## src/rtl/tinker_muldiv_unit_if.sv

```systemverilog
// rtl/tinker_muldiv_unit_if.sv - operation request and result handshake bundle for the mul/div unit
interface tinker_muldiv_unit_if #(
  parameter int WIDTH = 64,
  parameter int TAG_W = 5
);
  logic             in_valid;
  logic             in_ready;
  logic [1:0]       in_op;
  logic             in_signed;
  logic [WIDTH-1:0] in_a;
  logic [WIDTH-1:0] in_b;
  logic [TAG_W-1:0] in_tag;
  logic             out_valid;
  logic             out_ready;
  logic [WIDTH-1:0] out_result;
  logic [TAG_W-1:0] out_tag;
  logic             out_dbz;

  modport master (
    output in_valid, in_op, in_signed, in_a, in_b, in_tag, out_ready,
    input  in_ready, out_valid, out_result, out_tag, out_dbz
  );

  modport slave (
    input  in_valid, in_op, in_signed, in_a, in_b, in_tag, out_ready,
    output in_ready, out_valid, out_result, out_tag, out_dbz
  );
endinterface

```

## src/rtl/tinker_muldiv_unit.sv

```systemverilog
// rtl/tinker_muldiv_unit.sv - iterative radix-2 multiply/divide unit (shift-add MUL, restoring DIV)
module tinker_muldiv_unit #(
  parameter int WIDTH = 64,
  parameter int TAG_W = 5
) (
  input  logic                clk,
  input  logic                reset,
  input  logic                flush,
  tinker_muldiv_unit_if.slave md,
  output logic                busy
);
  localparam int CNT_W = $clog2(WIDTH + 1);

  typedef enum logic [1:0] {IDLE, CALC, DONE} state_t;

  state_t             state;
  logic [CNT_W-1:0]   cnt;
  logic [1:0]         op;
  logic               sa;
  logic               sb;
  logic [WIDTH-1:0]   mag_b;
  logic [2*WIDTH-1:0] acc;

  logic               a_neg;
  logic               b_neg;
  logic [WIDTH-1:0]   a_mag;
  logic [WIDTH-1:0]   b_mag;
  logic               b_zero;

  logic [WIDTH:0]     mul_sum;
  logic [2*WIDTH-1:0] mul_next;
  logic [WIDTH:0]     div_shift;
  logic [WIDTH:0]     div_diff;
  logic [2*WIDTH-1:0] div_next;
  logic [2*WIDTH-1:0] acc_next;
  logic [2*WIDTH-1:0] prod;
  logic [WIDTH-1:0]   quo;
  logic [WIDTH-1:0]   rem;
  logic [WIDTH-1:0]   final_result;

  always_comb begin
    a_neg  = md.in_signed & md.in_a[WIDTH-1];
    b_neg  = md.in_signed & md.in_b[WIDTH-1];
    a_mag  = a_neg ? -md.in_a : md.in_a;
    b_mag  = b_neg ? -md.in_b : md.in_b;
    b_zero = (md.in_b == '0);
  end

  // acc holds the product for MUL/MULH and {partial remainder, quotient/dividend} for DIV/REM
  always_comb begin
    mul_sum   = {1'b0, acc[2*WIDTH-1:WIDTH]} + (acc[0] ? {1'b0, mag_b} : '0);
    mul_next  = {mul_sum, acc[WIDTH-1:1]};
    div_shift = {acc[2*WIDTH-1:WIDTH], acc[WIDTH-1]};
    div_diff  = div_shift - {1'b0, mag_b};
    div_next  = div_diff[WIDTH] ? {div_shift[WIDTH-1:0], acc[WIDTH-2:0], 1'b0}
                                : {div_diff[WIDTH-1:0], acc[WIDTH-2:0], 1'b1};
    acc_next  = op[1] ? div_next : mul_next;
    prod      = (sa ^ sb) ? -mul_next : mul_next;
    quo       = (sa ^ sb) ? -div_next[WIDTH-1:0] : div_next[WIDTH-1:0];
    rem       = sa ? -div_next[2*WIDTH-1:WIDTH] : div_next[2*WIDTH-1:WIDTH];
    case (op)
      2'b00:   final_result = prod[WIDTH-1:0];
      2'b01:   final_result = prod[2*WIDTH-1:WIDTH];
      2'b10:   final_result = quo;
      default: final_result = rem;
    endcase
  end

  always_ff @(posedge clk or posedge reset) begin
    if (reset) begin
      state         <= IDLE;
      cnt           <= '0;
      op            <= 2'b00;
      sa            <= 1'b0;
      sb            <= 1'b0;
      mag_b         <= '0;
      acc           <= '0;
      md.in_ready   <= 1'b1;
      md.out_valid  <= 1'b0;
      md.out_result <= '0;
      md.out_tag    <= '0;
      md.out_dbz    <= 1'b0;
      busy          <= 1'b0;
    end else if (flush) begin
      state        <= IDLE;
      cnt          <= '0;
      md.in_ready  <= 1'b1;
      md.out_valid <= 1'b0;
      md.out_dbz   <= 1'b0;
      busy         <= 1'b0;
    end else begin
      case (state)
        IDLE: begin
          if (md.in_valid) begin
            op          <= md.in_op;
            sa          <= a_neg;
            sb          <= b_neg;
            mag_b       <= b_mag;
            md.out_tag  <= md.in_tag;
            md.in_ready <= 1'b0;
            busy        <= 1'b1;
            // Divide by zero skips the iterations: DIV yields 0, REM echoes the raw dividend
            if (md.in_op[1] && b_zero) begin
              state         <= DONE;
              md.out_valid  <= 1'b1;
              md.out_dbz    <= 1'b1;
              md.out_result <= md.in_op[0] ? md.in_a : '0;
            end else begin
              state      <= CALC;
              cnt        <= CNT_W'(WIDTH);
              acc        <= {{WIDTH{1'b0}}, a_mag};
              md.out_dbz <= 1'b0;
            end
          end
        end
        CALC: begin
          acc <= acc_next;
          cnt <= cnt - CNT_W'(1);
          if (cnt == CNT_W'(1)) begin
            state         <= DONE;
            md.out_result <= final_result;
            md.out_valid  <= 1'b1;
          end
        end
        DONE: begin
          if (md.out_ready) begin
            state        <= IDLE;
            md.out_valid <= 1'b0;
            md.out_dbz   <= 1'b0;
            md.in_ready  <= 1'b1;
            busy         <= 1'b0;
          end
        end
        default: state <= IDLE;
      endcase
    end
  end
endmodule
```

## src/flat_wrapper.sv

```systemverilog
// flat-port wrapper written by rule: the top's interface ports become plain ports
module tinker_muldiv_unit_flat 
#(
  parameter int WIDTH = 64,
  parameter int TAG_W = 5
)
  (clk, reset, flush, busy, md_in_valid, md_in_op, md_in_signed, md_in_a, md_in_b, md_in_tag, md_out_ready, md_in_ready, md_out_valid, md_out_result, md_out_tag, md_out_dbz);
  tinker_muldiv_unit_if #(.WIDTH(WIDTH), .TAG_W(TAG_W)) md_i ();
  input  logic clk;
  input  logic reset;
  input  logic flush;
  output logic busy;
  input wire logic [$bits(md_i.in_valid)-1:0] md_in_valid;
  input wire logic [$bits(md_i.in_op)-1:0] md_in_op;
  input wire logic [$bits(md_i.in_signed)-1:0] md_in_signed;
  input wire logic [$bits(md_i.in_a)-1:0] md_in_a;
  input wire logic [$bits(md_i.in_b)-1:0] md_in_b;
  input wire logic [$bits(md_i.in_tag)-1:0] md_in_tag;
  input wire logic [$bits(md_i.out_ready)-1:0] md_out_ready;
  output wire logic [$bits(md_i.in_ready)-1:0] md_in_ready;
  output wire logic [$bits(md_i.out_valid)-1:0] md_out_valid;
  output wire logic [$bits(md_i.out_result)-1:0] md_out_result;
  output wire logic [$bits(md_i.out_tag)-1:0] md_out_tag;
  output wire logic [$bits(md_i.out_dbz)-1:0] md_out_dbz;
  assign md_i.in_valid = md_in_valid;
  assign md_i.in_op = md_in_op;
  assign md_i.in_signed = md_in_signed;
  assign md_i.in_a = md_in_a;
  assign md_i.in_b = md_in_b;
  assign md_i.in_tag = md_in_tag;
  assign md_i.out_ready = md_out_ready;
  assign md_in_ready = md_i.in_ready;
  assign md_out_valid = md_i.out_valid;
  assign md_out_result = md_i.out_result;
  assign md_out_tag = md_i.out_tag;
  assign md_out_dbz = md_i.out_dbz;
  tinker_muldiv_unit #(.WIDTH(WIDTH), .TAG_W(TAG_W)) u_core (.clk(clk), .reset(reset), .flush(flush), .md(md_i), .busy(busy));
endmodule
```

## config.mk

```make
export PLATFORM = sky130hd
export DESIGN_NAME = tinker_muldiv_unit_flat
export DESIGN_NICKNAME = d
export VERILOG_FILES = /design/src/rtl/tinker_muldiv_unit_if.sv /design/src/rtl/tinker_muldiv_unit.sv /design/src/flat_wrapper.sv
export SDC_FILE = /design/constraint.sdc
export NUM_CORES = 2
export LEC_CHECK = 0
export CORE_ASPECT_RATIO = 0.8
export CORE_UTILIZATION = 45
export CTS_BUF_LIST = sky130_fd_sc_hd__clkbuf_16
export DETAILED_ROUTE_END_ITERATION = 10
export GPL_TIMING_DRIVEN = 0
export PLACE_DENSITY = 0.62
export SLEW_MARGIN = 20
export SYNTH_ARGS = -nofsm -noshare
export SYNTH_HDL_FRONTEND = slang
export SYNTH_SLANG_ARGS = --single-unit
export TNS_END_PERCENT = 10
```

## constraint.sdc

```tcl
create_clock -name clk -period 8.15 [get_ports clk]
set_input_delay 1.2225 -clock clk [delete_from_list [all_inputs] [get_ports clk]]
set_output_delay 1.2225 -clock clk [all_outputs]
set_load 0.01 [all_outputs]
```

Word level (Yosys, flattened, before mapping)
Cells that the tools add are included.
Widths: inputs -> output; s select.
{"block": "totals", "reg_bits": 278, "latchBits": 0, "mem_bits_rw": 0, "rom_bits": 0, "input_bits": 141, "word_cells": 98, "n_memories": 0}
{"block": "op_classes", "n_addsub": 8, "mul": 0, "div_mod_pow": 0, "order_cmp": 0, "eq_ne": 14, "shift": 0, "mux": 44, "n_bitwise": 4, "n_reduce_logical": 15}
{"operator": "$mux 128", "count": 5}
{"operator": "$mux 64", "count": 9}
{"operator": "$neg 64->64", "count": 4}
{"operator": "$pmux 128 s2", "count": 1}
{"operator": "$pmux 64 s3", "count": 1}
{"operator": "$neg 128->128", "count": 1}
{"operator": "$pmux 64 s2", "count": 1}
{"operator": "$add 64x65->65", "count": 1}
{"operator": "$sub 65x64->65", "count": 1}
{"operator": "$logic_not 64->1", "count": 1}
{"operator": "$mux 7", "count": 3}
{"operator": "$pmux 7 s2", "count": 1}
{"operator": "$mux 1", "count": 13}
{"operator": "$reduce_and 3->1", "count": 4}
{"operator": "$mux 2", "count": 5}
{"operator": "$reduce_and 5->1", "count": 2}
{"operator": "$ne 3x3->1 const B", "count": 3}
{"operator": "$eq 7x1->1 const B", "count": 1}
{"operator": "$sub 7x1->7 const B", "count": 1}
{"operator": "$ne 3x2->1 const B", "count": 2}
{"operator": "$pmux 1 s2", "count": 3}
{"operator": "$pmux 2 s3", "count": 1}
{"operator": "$reduce_bool 3->1", "count": 2}
{"operator": "$eq 2x1->1 const B", "count": 2}
{"operator": "12 further kinds", "count": 17}

Logic depth before layout (Yosys ltp)
{"block": "depth", "depth_word": 7, "mapped_depth": 33, "mapped_depth_nobuf": 29}

Least setup slack after synthesis
OpenSTA, ideal clock, no wires.
{"block": "synth_timing", "kind": "register to register", "from": "register u_core.acc[63]", "to": "register u_core.md.out_result[56]", "setup_ns": 0.126, "arrival_ns": 6.813, "required_ns": 8.024, "setup_slack_ns": 1.211, "stages_incl_launch_ff": 28, "path_buffers": 4, "period_less_slack_ns": 6.939, "path_cell_list": "dfrtp_1 inv_1 ha_1 inv_1 fa_1 a21o_1 a221o_1 a21oi_1 o211a_1 a21oi_1 o21a_1 nor2_2 buf_2 buf_2 buf_1 buf_2 mux2i_1 ha_1 nand3b_1 nor4_4 nand4bb_1 or4b_1 mux2_4 a2111oi_1 nand4_1 mux2i_1 nand2_1 a221o_1"}
{"block": "synth_between", "elab_chain_cells": 7, "word_cells_on_any_way": 11, "classes_between": "add/sub: 4; mux: 7"}
{"element": "start: declaration", "line": "tinker_muldiv_unit.sv:22", "source": "logic [2*WIDTH-1:0] acc;"}
{"element": "start signal: assignment", "line": "tinker_muldiv_unit.sv:111", "source": "acc <= {{WIDTH{1'b0}}, a_mag};"}
{"element": "start signal: assignment", "line": "tinker_muldiv_unit.sv:117", "source": "acc <= acc_next;"}
{"element": "$sub 65x64->65", "line": "tinker_muldiv_unit.sv:54", "source": "div_diff = div_shift - {1'b0, mag_b};"}
{"element": "$mux 128", "line": "tinker_muldiv_unit.sv:55", "source": "div_next = div_diff[WIDTH] ? {div_shift[WIDTH-1:0], acc[WIDTH-2:0], 1'b0}"}
{"element": "$neg 64->64, on equally long branches", "line": "tinker_muldiv_unit.sv:60, tinker_muldiv_unit.sv:59"}
{"element": "$mux 64, on equally long branches", "line": "tinker_muldiv_unit.sv:60, tinker_muldiv_unit.sv:59"}
{"element": "$pmux 64 s3 *", "line": "tinker_muldiv_unit.sv:61", "source": "case (op)"}
{"element": "$mux 64 *", "line": "tinker_muldiv_unit.sv:119", "source": "if (cnt == CNT_W'(1)) begin"}
{"element": "$pmux 64 s2 *", "line": "tinker_muldiv_unit.sv:92", "source": "case (state)"}
{"element": "end signal: assignment", "line": "tinker_muldiv_unit.sv:107", "source": "md.out_result <= md.in_op[0] ? md.in_a : '0;"}
{"element": "end signal: assignment", "line": "tinker_muldiv_unit.sv:121", "source": "md.out_result <= final_result;"}
{"element": "end: declaration", "line": "tinker_muldiv_unit_if.sv:26", "source": "output in_ready, out_valid, out_result, out_tag, out_dbz"}
Mark *: on every way between the ends. The rest lies on a longest branch, timed or not. The select of a mux whose other input is x is not followed.
A chain may end at the register's enable or synchronous reset.

Worst setup path after layout
Same ends and word-level chain as after synthesis.

==> results.toml <==
[status]
status = "finished, violations left"
violations = "DRC"

[timing]
fmax_mhz = 123
drv_slew = 0
finalCritPeriodShare_pct = 99.6
finalClockSkew_ps = 48.0
worst_slew_pin_slew_ps = 1370
finalWorstPathRequiredPeriod_ps = 8120
hold_viol = 0
maxSlewHeadroom_pct = 8.83
setup_viol = 0

[layout]
post-route-cell-area_sq_mm = 0.0404
final_nets = 5492
area_growth_pct = 14.2
drive_above_1_share_pct = 6.00

[yosys]
synth_top_area_share_pct = 19.6
ys_async_sr_fraction_pct = 100
synthFlopType = "dfrtp_1"
yosysMostFrequentCell = "nand2_1"
yosys-top-cells-area = "dfrtp_1 20%, o21ai_0 7.2%, nand2_1 6.6%"
synth_seq_cells = 278
syn-cell-area_sq_mm = 0.0354
syn_avg_cell_area_sq_um = 7.16
syn-num-nets = 5220
yosysWarnings = 0
synth_top_area_cell = "dfrtp_1"
synthTopCellsByCount = "623 x nand2_1, 510 x o21ai_0, 497 x nor2_1"
synth.distinct_cells = 117
yosysSeqAreaShare_pct = 19.7
synth_edf_count = 0
synth_cells = 4939

[job]
max_cap_violations = 0

[floorplan]
core-area_sq_mm = 0.0774
io-pin-count = 214
dieHeight_microns = 253
dieArea_sq_mm = 0.0797
die_w_microns = 315
start_util_pct = 45.7
rows = 91

[global_route]
grt_pass1_vias = 38400
grt_max_degree = 34
grtUsageTotal_pct = 45.6
grt_pass1_wl_mm = 264
grt.overflow.total = 0
antenna_found_initial = 12

[worst_setup_path]
cp-start-kind = "flop"
crit_path_end_kind = "flop"
cp.arrival_ps = 8570
crit_type = "flop to flop"
reg2reg_slack_ps = 30
crit_required_ps = 8610
path_max_fanout = 19

[cts]
htreeDepth = 2
cts_buffers = 36
path_clk_slew_ps = 60
cts_num_sinks = 278
clock-root-buffer = "clkbuf_16"
clock_latency_ps = 630
cts_buffer_depth = 3
cts_tree = "yes"

[placed_design]
gp_congestion = 1.13
hpwlAfterDp_mm = 153
portBuffers = 211
place_area_sq_mm = 0.0390

[drt]
drt_pass1_iterations = 11
via_count = 42500
drtAntennaViolNets = 0
drtIter0Drc = 6931
viasPerCell = 6.78
route.detailed.drc = 4
wirelength_mm = 188
wl_per_cell_microns = 30.0

[min_path]
hold_path.class = "flop to flop"
==> area by class of cell <==
class                   instances  area, sq um
fillers                      7907        37000
well taps                    1023         1280
diodes                          9         22.5
clock inverters                25          128
clock buffers                  38          951
repair buffers                236         2430
plain buffers                 355         1680
inverters                     144          551
multi-input cells            4160        26400
flip-flops and latches        278         6960
==> final timing paths <==
| path | startpoint | end | depth (start not counted) |
|---|---|---|---|
| min in group asynchronous | reset | u_core.mag_b[4] | 2 |
| min reg2reg | u_core.md.out_result[6] | u_core.md.out_result[6] | 1 |
| max | u_core.acc[63] | u_core.md.out_result[56] | 26 |
| max in group asynchronous | reset | u_core.acc[63] | 6 |
| max reg2reg | u_core.acc[63] | u_core.md.out_result[56] | 26 |
| min | u_core.md.out_result[6] | u_core.md.out_result[6] | 1 |
==> state kept, by name, summed over array words and instances, names as in the netlist <==
register and flops:
u_core.sb 1, u_core.busy 1, u_core.md.out_tag 5, u_core.mag_b 64, u_core.op 2, u_core.cnt 7, u_core.sa 1, u_core.md.out_valid 1
u_core.state 2, u_core.acc 128, u_core.md.in_ready 1, u_core.md.out_dbz 1, u_core.md.out_result 64
==> placed cells by master (no fill, tap or decap), drive strengths merged, types with 15 or more instances in the layout <==
cell type	Yosys	final
clkdlybuf4s50	0	211
nor3	130	130
mux2	29	29
dfrtp	277	277
nor3b	16	16
xor2	179	179
o21bai	20	20
o211ai	36	36
nor4	73	73
nor2b	20	20
o221ai	19	19
nor2	498	498
o21ai	520	520
mux4	19	19
or4	44	44
and4	15	15
o41ai	18	18
and3	50	50
nand4	88	88
nand2b	25	25
ha	138	138
mux2i	141	141
o31ai	63	63
o21a	37	37
a21o	61	61
a31oi	70	70
clkbuf	277	317
a221oi	35	35
and2	42	42
a21oi	425	425
or2	22	22
xnor2	237	237
nand2	627	627
nand3	87	87
nand3b	19	19
a22o	20	20
a211oi	44	44
inv	143	153
or3	70	70
buf	80	100
==> through the flow <==
step / setup TNS [ps] / hold WS (ps) / util [%] / worst slack, ps / std cells
after detailed placement: -58560 / 466 / 50.4 / -2760 / 6186
after CTS: 0 / 478 / 52.0 / 14.8 / 6254
after global routing: -3.77 / 490 / 52.2 / -3.77 / 6260
after floorplan: 0 / 450 / - / 1210 / 4939
after global placement: -59360 / 462 / 50.1 / -2860 / 6173
final: 0 / 473 / 52.2 / 34.7 / 6268
==> critical path: stages, from the launching register on <==
cell	delay, ps
dfrtp_4	590
clkinvlp_4	160
ha_1	220
inv_1	70
fa_1	410
a21o_1	230
a221o_1	400
a21oi_4	220
o211a_4	280
a21oi_2	120
o21a_1	280
nor2_4	260
buf_6	320
buf_6	270
buf_6	260
mux2i_2	380
ha_2	300
nand3b_1	190
nor4_4	260
nand4bb_1	280
or4b_4	640
mux2_4	340
a2111oi_4	310
nand4_1	330
mux2i_1	340
nand2_1	90
a221o_1	380
==> metal layers <==
| metal | global-route usage, % | wire, microns | vias up |
|---|---|---|---|
| met5 | 0.430 | 134 | - |
| met4 | 15.9 | 7570 | 12 |
| met3 | 19.1 | 29200 | 437 |
| met2 | 60.9 | 71700 | 3172 |
| met1 | 64.5 | 79600 | 20300 |
| li1 | - | - | 18600 |
==> cell families after synthesis <==
logic type | share of synthesized area [%]
AO/OA/AOI/OAI | 27.2
XOR/XNOR | 10.3
adder cells (fa/ha/maj) | 4.99
buffers and inverters | 6.12
flip-flops | 19.7
multiplexers | 6.13
AND/OR/NAND/NOR | 25.5
==> repair_timing <==
action                     CTS  global route
hold buffers                 0             0
setup endpoints to repair   32            25
buffers inserted             6             5
resized for setup           35            16
pin swaps                    5             6
Power is not shown: default switching activity piles up to over one toggle a cycle in this logic, so the estimate is an artifact.
